===== config.mk =====
export PLATFORM = sky130hd
export DESIGN_NAME = decode_queue_flat
export DESIGN_NICKNAME = d
export VERILOG_FILES = /design/src/rtl/decode_queue_if.sv /design/src/rtl/decode_queue.sv /design/src/flat_wrapper.sv
export SDC_FILE = /design/constraint.sdc
export NUM_CORES = 1
export LEC_CHECK = 0
export CORE_ASPECT_RATIO = 0.75
export CORE_MARGIN = 4
export CORE_UTILIZATION = 59
export CTS_CLUSTER_DIAMETER = 50
export DETAILED_ROUTE_END_ITERATION = 8
export GPL_ROUTABILITY_DRIVEN = 0
export PLACE_DENSITY = 0.95
export SLEW_MARGIN = 20
export SYNTH_ARGS = -nofsm -noshare
export SYNTH_HDL_FRONTEND = slang
export SYNTH_SLANG_ARGS = --single-unit

===== constraint.sdc =====
create_clock -name clk_in -period 8.15 [get_ports clk_in]
set_input_delay 0.815 -clock clk_in [delete_from_list [all_inputs] [get_ports clk_in]]
set_output_delay 0.815 -clock clk_in [all_outputs]
set_load 0.02 [all_outputs]

===== src/rtl/decode_queue_if.sv =====
// OP_* codes emitted by decode_queue, and the fetch/dispatch handshake bundle around it.
// The slave modport is the queue's view; master is the fetch/dispatch environment.
package decode_queue_pkg;

  typedef enum logic [5:0] {
    OP_NONE  = 6'd0,
    OP_LUI   = 6'd1,  OP_AUIPC = 6'd2,  OP_JAL   = 6'd3,  OP_JALR  = 6'd4,
    OP_BEQ   = 6'd5,  OP_BNE   = 6'd6,  OP_BLT   = 6'd7,  OP_BGE   = 6'd8,
    OP_BLTU  = 6'd9,  OP_BGEU  = 6'd10,
    OP_LB    = 6'd11, OP_LH    = 6'd12, OP_LW    = 6'd13, OP_LBU   = 6'd14,
    OP_LHU   = 6'd15,
    OP_SB    = 6'd16, OP_SH    = 6'd17, OP_SW    = 6'd18,
    OP_ADDI  = 6'd19, OP_SLTI  = 6'd20, OP_SLTIU = 6'd21, OP_XORI  = 6'd22,
    OP_ORI   = 6'd23, OP_ANDI  = 6'd24, OP_SLLI  = 6'd25, OP_SRLI  = 6'd26,
    OP_SRAI  = 6'd27,
    OP_ADD   = 6'd28, OP_SUB   = 6'd29, OP_SLL   = 6'd30, OP_SLT   = 6'd31,
    OP_SLTU  = 6'd32, OP_XOR   = 6'd33, OP_SRL   = 6'd34, OP_SRA   = 6'd35,
    OP_OR    = 6'd36, OP_AND   = 6'd37
  } op_e;

endpackage

interface decode_queue_if;
  logic        if_valid;
  logic [31:0] if_inst;
  logic [31:0] if_pc;
  logic        if_ready;
  logic        dec_valid;
  logic        dec_ready;
  logic [5:0]  dec_op_type;
  logic [4:0]  dec_rd;
  logic [4:0]  dec_rs1;
  logic [4:0]  dec_rs2;
  logic [31:0] dec_imm;
  logic [31:0] dec_pc;
  logic        dec_illegal;

  modport slave (
    input  if_valid, if_inst, if_pc, dec_ready,
    output if_ready, dec_valid, dec_op_type, dec_rd, dec_rs1, dec_rs2,
           dec_imm, dec_pc, dec_illegal
  );

  modport master (
    output if_valid, if_inst, if_pc, dec_ready,
    input  if_ready, dec_valid, dec_op_type, dec_rd, dec_rs1, dec_rs2,
           dec_imm, dec_pc, dec_illegal
  );
endinterface


===== src/rtl/decode_queue.sv =====
// RV32I decode stage: DEPTH-entry FIFO of raw {pc, inst} with a combinational
// decoder on the head entry; flush for mispredict recovery and a global freeze.
module decode_queue
  import decode_queue_pkg::*;
#(
  parameter int DEPTH = 4,
  parameter int XLEN  = 32
) (
  input  logic          clk_in,
  input  logic          rst_in,
  input  logic          rdy_in,
  input  logic          flush_in,
  decode_queue_if.slave bus
);

  localparam int            AW       = $clog2(DEPTH);
  localparam logic [AW:0]   FULL_CNT = (AW+1)'(DEPTH);
  localparam logic [AW:0]   CNT_ONE  = (AW+1)'(1);
  localparam logic [AW-1:0] PTR_ONE  = AW'(1);

  typedef struct packed {
    logic [XLEN-1:0] pc;
    logic [XLEN-1:0] inst;
  } entry_t;

  typedef enum logic [2:0] {FMT_R, FMT_I, FMT_SH, FMT_S, FMT_B, FMT_U, FMT_J} fmt_e;

  entry_t        mem_q [DEPTH];
  entry_t        mem_d [DEPTH];
  logic [AW-1:0] head_q, head_d, tail_q, tail_d;
  logic [AW:0]   count_q, count_d;
  logic          push, pop;

  assign bus.if_ready  = (count_q != FULL_CNT) && rdy_in;
  assign bus.dec_valid = (count_q != '0) && rdy_in && !flush_in;

  // NOTE: every always_comb output gets a default first, so no path can infer a latch.
  always_comb begin
    push    = bus.if_valid && bus.if_ready && !flush_in;
    pop     = bus.dec_valid && bus.dec_ready;
    head_d  = head_q;
    tail_d  = tail_q;
    count_d = count_q;
    mem_d   = mem_q;
    if (rdy_in) begin
      if (flush_in) begin
        head_d  = '0;
        tail_d  = '0;
        count_d = '0;
      end else begin
        if (push) begin
          mem_d[tail_q] = '{pc: bus.if_pc, inst: bus.if_inst};
          tail_d        = tail_q + PTR_ONE;
        end
        if (pop) head_d = head_q + PTR_ONE;
        case ({push, pop})
          2'b10:   count_d = count_q + CNT_ONE;
          2'b01:   count_d = count_q - CNT_ONE;
          default: count_d = count_q;
        endcase
      end
    end
  end

  // NOTE: non-blocking assignments for all state so every flop samples pre-edge values.
  always_ff @(posedge clk_in) begin
    if (rst_in) begin
      head_q  <= '0;
      tail_q  <= '0;
      count_q <= '0;
    end else begin
      head_q  <= head_d;
      tail_q  <= tail_d;
      count_q <= count_d;
    end
  end

  // NOTE: entry storage is deliberately not reset; count_q alone says which entries are live.
  always_ff @(posedge clk_in) begin
    mem_q <= mem_d;
  end

  // Head decode
  entry_t          head;
  logic [XLEN-1:0] inst;
  logic [6:0]      opcode;
  logic [2:0]      funct3;
  logic [6:0]      funct7;
  op_e             op;
  fmt_e            fmt;

  assign head   = mem_q[head_q];
  assign inst   = head.inst;
  assign opcode = inst[6:0];
  assign funct3 = inst[14:12];
  assign funct7 = inst[31:25];

  always_comb begin
    op  = OP_NONE;
    fmt = FMT_R;
    case (opcode)
      7'b0110111: begin op = OP_LUI;   fmt = FMT_U; end
      7'b0010111: begin op = OP_AUIPC; fmt = FMT_U; end
      7'b1101111: begin op = OP_JAL;   fmt = FMT_J; end
      7'b1100111: begin
        fmt = FMT_I;
        if (funct3 == 3'b000) op = OP_JALR;
      end
      7'b1100011: begin
        fmt = FMT_B;
        case (funct3)
          3'b000:  op = OP_BEQ;
          3'b001:  op = OP_BNE;
          3'b100:  op = OP_BLT;
          3'b101:  op = OP_BGE;
          3'b110:  op = OP_BLTU;
          3'b111:  op = OP_BGEU;
          default: op = OP_NONE;
        endcase
      end
      7'b0000011: begin
        fmt = FMT_I;
        case (funct3)
          3'b000:  op = OP_LB;
          3'b001:  op = OP_LH;
          3'b010:  op = OP_LW;
          3'b100:  op = OP_LBU;
          3'b101:  op = OP_LHU;
          default: op = OP_NONE;
        endcase
      end
      7'b0100011: begin
        fmt = FMT_S;
        case (funct3)
          3'b000:  op = OP_SB;
          3'b001:  op = OP_SH;
          3'b010:  op = OP_SW;
          default: op = OP_NONE;
        endcase
      end
      7'b0010011: begin
        fmt = FMT_I;
        case (funct3)
          3'b000: op = OP_ADDI;
          3'b010: op = OP_SLTI;
          3'b011: op = OP_SLTIU;
          3'b100: op = OP_XORI;
          3'b110: op = OP_ORI;
          3'b111: op = OP_ANDI;
          3'b001: begin
            fmt = FMT_SH;
            if (funct7 == 7'b0000000) op = OP_SLLI;
          end
          default: begin
            fmt = FMT_SH;
            if (funct7 == 7'b0000000)      op = OP_SRLI;
            else if (funct7 == 7'b0100000) op = OP_SRAI;
          end
        endcase
      end
      7'b0110011: begin
        fmt = FMT_R;
        if (funct7 == 7'b0000000) begin
          case (funct3)
            3'b000:  op = OP_ADD;
            3'b001:  op = OP_SLL;
            3'b010:  op = OP_SLT;
            3'b011:  op = OP_SLTU;
            3'b100:  op = OP_XOR;
            3'b101:  op = OP_SRL;
            3'b110:  op = OP_OR;
            default: op = OP_AND;
          endcase
        end else if (funct7 == 7'b0100000) begin
          if (funct3 == 3'b000)      op = OP_SUB;
          else if (funct3 == 3'b101) op = OP_SRA;
        end
      end
      default: op = OP_NONE;
    endcase
  end

  // Fields a format does not use, and every field of an illegal entry, read as zero.
  always_comb begin
    bus.dec_rd  = '0;
    bus.dec_rs1 = '0;
    bus.dec_rs2 = '0;
    bus.dec_imm = '0;
    if (op != OP_NONE) begin
      case (fmt)
        FMT_R: begin
          bus.dec_rd  = inst[11:7];
          bus.dec_rs1 = inst[19:15];
          bus.dec_rs2 = inst[24:20];
        end
        FMT_I: begin
          bus.dec_rd  = inst[11:7];
          bus.dec_rs1 = inst[19:15];
          bus.dec_imm = {{20{inst[31]}}, inst[31:20]};
        end
        FMT_SH: begin
          bus.dec_rd  = inst[11:7];
          bus.dec_rs1 = inst[19:15];
          bus.dec_imm = {27'd0, inst[24:20]};
        end
        FMT_S: begin
          bus.dec_rs1 = inst[19:15];
          bus.dec_rs2 = inst[24:20];
          bus.dec_imm = {{20{inst[31]}}, inst[31:25], inst[11:7]};
        end
        FMT_B: begin
          bus.dec_rs1 = inst[19:15];
          bus.dec_rs2 = inst[24:20];
          bus.dec_imm = {{19{inst[31]}}, inst[31], inst[7], inst[30:25], inst[11:8], 1'b0};
        end
        FMT_U: begin
          bus.dec_rd  = inst[11:7];
          bus.dec_imm = {inst[31:12], 12'd0};
        end
        FMT_J: begin
          bus.dec_rd  = inst[11:7];
          bus.dec_imm = {{11{inst[31]}}, inst[31], inst[19:12], inst[20], inst[30:21], 1'b0};
        end
        default: bus.dec_imm = '0;
      endcase
    end
  end

  assign bus.dec_op_type = op;
  assign bus.dec_illegal = (op == OP_NONE);
  assign bus.dec_pc      = head.pc;

endmodule


===== src/flat_wrapper.sv =====
// flat-port wrapper written by rule: the top's interface ports become plain ports
module decode_queue_flat import decode_queue_pkg::*;
#(
  parameter int DEPTH = 4,
  parameter int XLEN  = 32
)
  (clk_in, rst_in, rdy_in, flush_in, bus_if_valid, bus_if_inst, bus_if_pc, bus_dec_ready, bus_if_ready, bus_dec_valid, bus_dec_op_type, bus_dec_rd, bus_dec_rs1, bus_dec_rs2, bus_dec_imm, bus_dec_pc, bus_dec_illegal);
  decode_queue_if bus_i ();
  input  logic clk_in;
  input  logic rst_in;
  input  logic rdy_in;
  input  logic flush_in;
  input wire logic [$bits(bus_i.if_valid)-1:0] bus_if_valid;
  input wire logic [$bits(bus_i.if_inst)-1:0] bus_if_inst;
  input wire logic [$bits(bus_i.if_pc)-1:0] bus_if_pc;
  input wire logic [$bits(bus_i.dec_ready)-1:0] bus_dec_ready;
  output wire logic [$bits(bus_i.if_ready)-1:0] bus_if_ready;
  output wire logic [$bits(bus_i.dec_valid)-1:0] bus_dec_valid;
  output wire logic [$bits(bus_i.dec_op_type)-1:0] bus_dec_op_type;
  output wire logic [$bits(bus_i.dec_rd)-1:0] bus_dec_rd;
  output wire logic [$bits(bus_i.dec_rs1)-1:0] bus_dec_rs1;
  output wire logic [$bits(bus_i.dec_rs2)-1:0] bus_dec_rs2;
  output wire logic [$bits(bus_i.dec_imm)-1:0] bus_dec_imm;
  output wire logic [$bits(bus_i.dec_pc)-1:0] bus_dec_pc;
  output wire logic [$bits(bus_i.dec_illegal)-1:0] bus_dec_illegal;
  assign bus_i.if_valid = bus_if_valid;
  assign bus_i.if_inst = bus_if_inst;
  assign bus_i.if_pc = bus_if_pc;
  assign bus_i.dec_ready = bus_dec_ready;
  assign bus_if_ready = bus_i.if_ready;
  assign bus_dec_valid = bus_i.dec_valid;
  assign bus_dec_op_type = bus_i.dec_op_type;
  assign bus_dec_rd = bus_i.dec_rd;
  assign bus_dec_rs1 = bus_i.dec_rs1;
  assign bus_dec_rs2 = bus_i.dec_rs2;
  assign bus_dec_imm = bus_i.dec_imm;
  assign bus_dec_pc = bus_i.dec_pc;
  assign bus_dec_illegal = bus_i.dec_illegal;
  decode_queue #(.DEPTH(DEPTH), .XLEN(XLEN)) u_core (.clk_in(clk_in), .rst_in(rst_in), .rdy_in(rdy_in), .flush_in(flush_in), .bus(bus_i));
endmodule

# Word level (Yosys, flattened, before mapping)
# Cells that the tools add are included.
[classes]
addsub = 4
n_mul = 0
div_mod_pow = 0
magnitude_cmp = 3
n_eq_ne = 26
shift = 0
mux = 36
n_bitwise = 3
reduce_logical = 27
[ops]
columns = ["operator", "count"]
rows = [
  ["256-bit bitwise mux", 1],
  ["64-bit 2-to-1 mux", 3],
  ["32-bit one-hot mux with 6 select lines", 1],
  ["64-bit binary-select mux with 2-bit select", 1],
  ["64-bit demux with 2-bit select", 1],
  ["6-bit one-hot mux with 7 select lines", 2],
  ["6-bit one-hot mux with 9 select lines", 1],
  ["5-bit 2-to-1 mux", 8],
  ["32-bit 2-to-1 mux", 1],
  ["6-bit 2-to-1 mux", 5],
  ["7-bit by 6-bit equality test with 1-bit output, second input constant", 4],
  ["4-bit one-hot mux with 6 select lines", 1],
  ["3-bit equality test, second input constant", 7],
  ["7-bit equality test, second input constant", 3],
  ["4-bit one-hot mux with 5 select lines", 1],
  ["3-bit one-hot mux with 6 select lines", 1],
  ["5-bit one-hot mux with 3 select lines", 1],
  ["7-bit by 5-bit equality test with 1-bit output, second input constant", 2],
  ["3-bit by 2-bit equality test with 1-bit output, second input constant", 4],
  ["2-bit 2-to-1 mux", 5],
  ["5-bit OR reduction", 2],
  ["7-bit by 2-bit equality test with 1-bit output, second input constant", 1],
  ["1-bit logical AND", 7],
  ["7-bit zero test", 1],
  ["24 further kinds", 35],
]
[totals]
register_bits = 263
latchBits = 0
mem_bits_rw = 0
romBits = 0
in_bits = 70
output_inout_bits = 88
word_cells = 110
n_memories = 0

# Longest topological paths before layout
[depth]
depth_word = 12
ltp_mapped = 13
depth_no_buf = 9

# Worst setup path after synthesis
# No wires, ideal clock.
[synth_timing]
kind = "register to output"
from = "register u_core.head_q[0]"
to = "output bus_dec_imm[10]"
arrival_ps = 2942
required_time_ps = 7335
path_slack_ps = 4393
stages_incl_launch_ff = 12
n_path_buf = 4
cell_sequence = "dfxtp_1 > buf_6 > buf_12 > mux4_2 > buf_6 > nor3b_1 > a22o_1 > a22oi_1 > nand4_1 > nor4_4 > buf_6 > a21oi_1"
[synth_via]
elab_chain_len = 12
elab_cells_between_ends = 51
cone_classes = "eq/ne: 23; mux: 21; bitwise: 1; reduce/logical: 6"
[synth_lines]
columns = ["item", "line_no", "rtl"]
rows = [
  ["start, declared", "decode_queue.sv:30", "logic [AW-1:0] head_q, head_d, tail_q, tail_d;"],
  ["start signal, assigned", "decode_queue.sv:68", "head_q <= '0;"],
  ["start signal, assigned", "decode_queue.sv:72", "head_q <= head_d;"],
  ["2-bit NOT with 3-bit output (implied by the code) (*)", "decode_queue.sv:92", "assign head = mem_q[head_q];"],
  ["64-bit binary-select mux with 2-bit select (*)", "decode_queue.sv:92", ""],
  ["64-bit 2-to-1 mux (implied by the code) (*) (2 in series)", "decode_queue.sv:92", ""],
  ["branches (longest 5 deep; another with 7-bit by 6-bit equality test with 1-bit output)", "--", ""],
  ["6-bit one-hot mux with 9 select lines (*)", "decode_queue.sv:101", "case (opcode)"],
  ["via bus_dec_op_type[1]", "flat_wrapper.sv:19", "output wire logic [$bits(bus_i.dec_op_type)-1:0] bus_dec_op_type;"],
  ["6-bit nonzero test (*)", "decode_queue.sv:189", "if (op != OP_NONE) begin"],
  ["32-bit 2-to-1 mux (*)", "decode_queue.sv:189", ""],
  ["end, declared", "flat_wrapper.sv:23", "output wire logic [$bits(bus_i.dec_imm)-1:0] bus_dec_imm;"],
]
# Mark *: on every way through the listed nets, which the timed path passes. The select of a mux whose other input is x is not followed.

# Final worst setup path
[layout_timing]
from = "register u_core.head_q[0]"
to = "output bus_dec_imm[27]"
[layout_via]
elab_chain_len = 12
elab_cells_between_ends = 51
cone_classes = "eq/ne: 23; mux: 21; bitwise: 1; reduce/logical: 6"
[layout_lines]
columns = ["item", "line_no"]
rows = [
  ["2-bit NOT with 3-bit output (implied by the code) (*)", "decode_queue.sv:92"],
  ["64-bit binary-select mux with 2-bit select (*)", "decode_queue.sv:92"],
  ["64-bit 2-to-1 mux (implied by the code) (*) (2 in series)", "decode_queue.sv:92"],
  ["branches (longest 7 deep; another with 6-bit one-hot mux with 9 select lines)", "--"],
  ["32-bit 2-to-1 mux (*)", "decode_queue.sv:189"],
]
# Mark *: on every way between the ends. The select of a mux whose other input is x is not followed.

==> metrics <==
run status=completed; cts repair resizes=0; adder-cell share of the synthesized area=0.627%; worst hold path cell count=2; Core Rows=43; Final #Nets=~860; Die Wd=~170 µm; Post-synth ARST share=0%; Final Hold Vio Count=0; Via density=6.12; mux contribution to synthesized area=13.0%; Syn Area/Cell=between 15 and 20 µm²; DRT iter0 DRCs=627; number of synthesized register bits=between 200 and 300; area delta synth->final=22.5%; max_cap viols=0; first-pass GRT wire length=36.5 mm; CTS max path bufs=3; Fmax=approximately 180 MHz; Via Count=about 6,400; critical path startpoint category=flop; Die H=127 µm; vias in the first global route=about 6,500; CTS tree=built; Post-Synth Simple-Gate Area=5.88%; Slew Limit Fails=0; Final Worst Setup Slack=roughly 2.5 ns; clock skew=0.0133 ns; Num CTS Buffers=26; leakage=between 4 and 5 nW; die area=21,200 µm²; Compound-Gate Fraction of Synth Area=approximately 7.4%; number of synthesis warnings=0; Yosys top cell area share=between 60% and 70%; DP HPWL=14.6 mm; Routed Antenna Nets=0; post-synthesis cell area=11,200 µm²; dominant cell type by area after synthesis=edfxtp_1; Min Clock Period, post-route=approximately 5.6 ns; Root Driver=clkbuf_16; most frequent cells in the layout=edfxtp_1 (256), clkdlybuf4s50_1 (157), a21oi_1 (66); Post-Synthesis Cells=about 640; Residual DRC=0; clock latency on the worst-skew pair=0.53 ns; worst IR drop on VDD=between 150 and 200 µV; largest net degree at the start of global routing=65; Worst-Margin Slew=between 0.9 and 1 ns; IO Port Bufs=~160; grt ovf=0; total setup buffers inserted after CTS=0; cts hold-fix bufs=0; CP Max Fanout=35; Worst EP required=around 7.3 ns; routed len/inst=between 20 and 25 µm; Seq/Total Area, Yosys=between 70% and 80%; worst slack, placed=about 2.8 ns; number of top-level pins=approximately 160; fillcell total=approximately 1,100; Hold Path Class=reg2reg; share of cells above drive strength 1=between 15 and 20%; syn nets=approximately 700; gr usage total=21.8%; Setup TNS Final=0 ns; DRT Pass-1 Iters=5; Final setup viols=0; core footprint=~19,000 µm²; fin crit share=between 60% and 70%; WL final=between 20 and 25 mm; Slew HR=a little over a third; CTS clk-pin slew, worst paths=0.06 ns; crit end category=output port; Distinct cells, synth=about 70; post-synthesis xor/xnor area fraction=less than 1%; commonest non-fill, non-tap cell in the layout=edfxtp_1; crit path DAT=4.82 ns; WS Path Type=reg2out; RSZ-0062 raised after global routing=no; initial antenna violation count=2; footprint of the multi-input gates=approximately 3000 µm²; starting density of the core=approximately 60%; top cells by area, synth=edfxtp_1 (69%), mux4_2 (11%), a21oi_1 (3.0%), mux4_1 (1.4%), nand2_1 (1.3%); PD cells=204 nW/µm²; Clock H-tree levels=1; worst-case reg-to-reg path depth=7; largest family of logic cells by synthesized area=multiplexers; clk sinks=around 260; Post-synth EDFFs=256; register area=between 7000 and 8000 µm²; antenna diode count=0; dominant synthesized flop cell=edfxtp_1
kinds of logic (layout without fill, tap and decap cells):
kind of cell,Yosys count,count (layout)
adders and majority gates,5,5
buffers and inverters,49,218
muxes,64,64
and+or+nand+nor,123,123
AOI/OAI and AO/OA,126,126
DFF,263,263
xor gates and xnor gates,6,6
metrics by stage:
stage / cell area, µm² / instances / util, % / power [mW] / hold slack (ns)
final: 13700 / 1052 / 73.8 / 2.79 / 0.502
after global routing: 13700 / 1052 / 73.8 / 2.87 / 0.541
after CTS: 13700 / 1052 / 73.7 / 2.80 / 0.504
after detailed placement: 12900 / 1005 / 69.2 / 1.67 / 0.491
after global placement: 12900 / 1005 / 69.2 / 1.66 / 0.475
after floorplan: 11200 / 636 / - / 1.59 / 0.457
report_power, final:
group,switching [mW],total [mW],internal (mW)
combinational,0.0718,0.138,0.0660
sequential,0.00519,1.50,1.50
clock,0.490,1.15,0.658
path summary, 6_finish.rpt:
check	from	endpoint	slack (ns)
max	u_core.head_q[0]$_SDFFE_PP0P_	bus_dec_imm[27]	2.52
min	u_core.count_q[2]$_SDFFE_PP0P_	u_core.count_q[2]$_SDFFE_PP0P_	0.50
max reg2reg	u_core.count_q[0]$_SDFFE_PP0P_	u_core.count_q[1]$_SDFFE_PP0P_	5.84
min reg2reg	u_core.count_q[2]$_SDFFE_PP0P_	u_core.count_q[2]$_SDFFE_PP0P_	0.50
worst max-delay path, stage by stage, from the launching register on:
cell	delay [ns]
dfxtp_4	0.80
mux4_1	0.79
or2_0	0.46
nor3_1	0.55
nor2_1	0.11
a21boi_1	0.64
a21oi_1	0.14
a21oi_1	0.16
clkdlybuf4s50_1	0.62
cell type report:
class	count	share of cell area [%]
clock inverter	16	0.886
inverter	10	0.311
clock buffer	31	5.19
tap	247	2.26
multi-input combinational	324	22.4
timing repair buffer	161	11.7
sequential	263	57.2
registers in the layout, summed over array words and instances, names as in the netlist:
signal / count
u_core.count_q: 3
u_core.mem_q: 256
u_core.head_q: 2
u_core.tail_q: 2
cell usage after synthesis, types with 3 or more instances:
master / count
mux4_1: 6
buf_2: 11
a21oi_2: 10
nor3_1: 7
nor2_2: 3
dfxtp_1: 7
buf_1: 3
ha_1: 4
nor2b_1: 8
a22oi_1: 9
nor2_1: 22
inv_1: 9
o32ai_1: 3
a211oi_1: 3
and2_1: 5
clkbuf_1: 14
mux4_2: 57
nand2b_1: 6
a21oi_1: 66
xor2_1: 3
buf_6: 9
nand2_1: 40
nor4_1: 4
edfxtp_1: 256
nand3_1: 4
xnor2_1: 3
o21ai_0: 9
layer usage:
| metal | GRT usage, % | vias to the layer above | share of wire, % |
|---|---|---|---|
| met5 | 0 | - | 0.077 |
| met4 | 5.53 | 4 | 2.4 |
| met3 | 6.74 | 59 | 11 |
| met2 | 35.2 | 336 | 48 |
| met1 | 29.6 | 3165 | 39 |
| li1 | - | 2877 | - |
(Power assumes the default switching activity.)
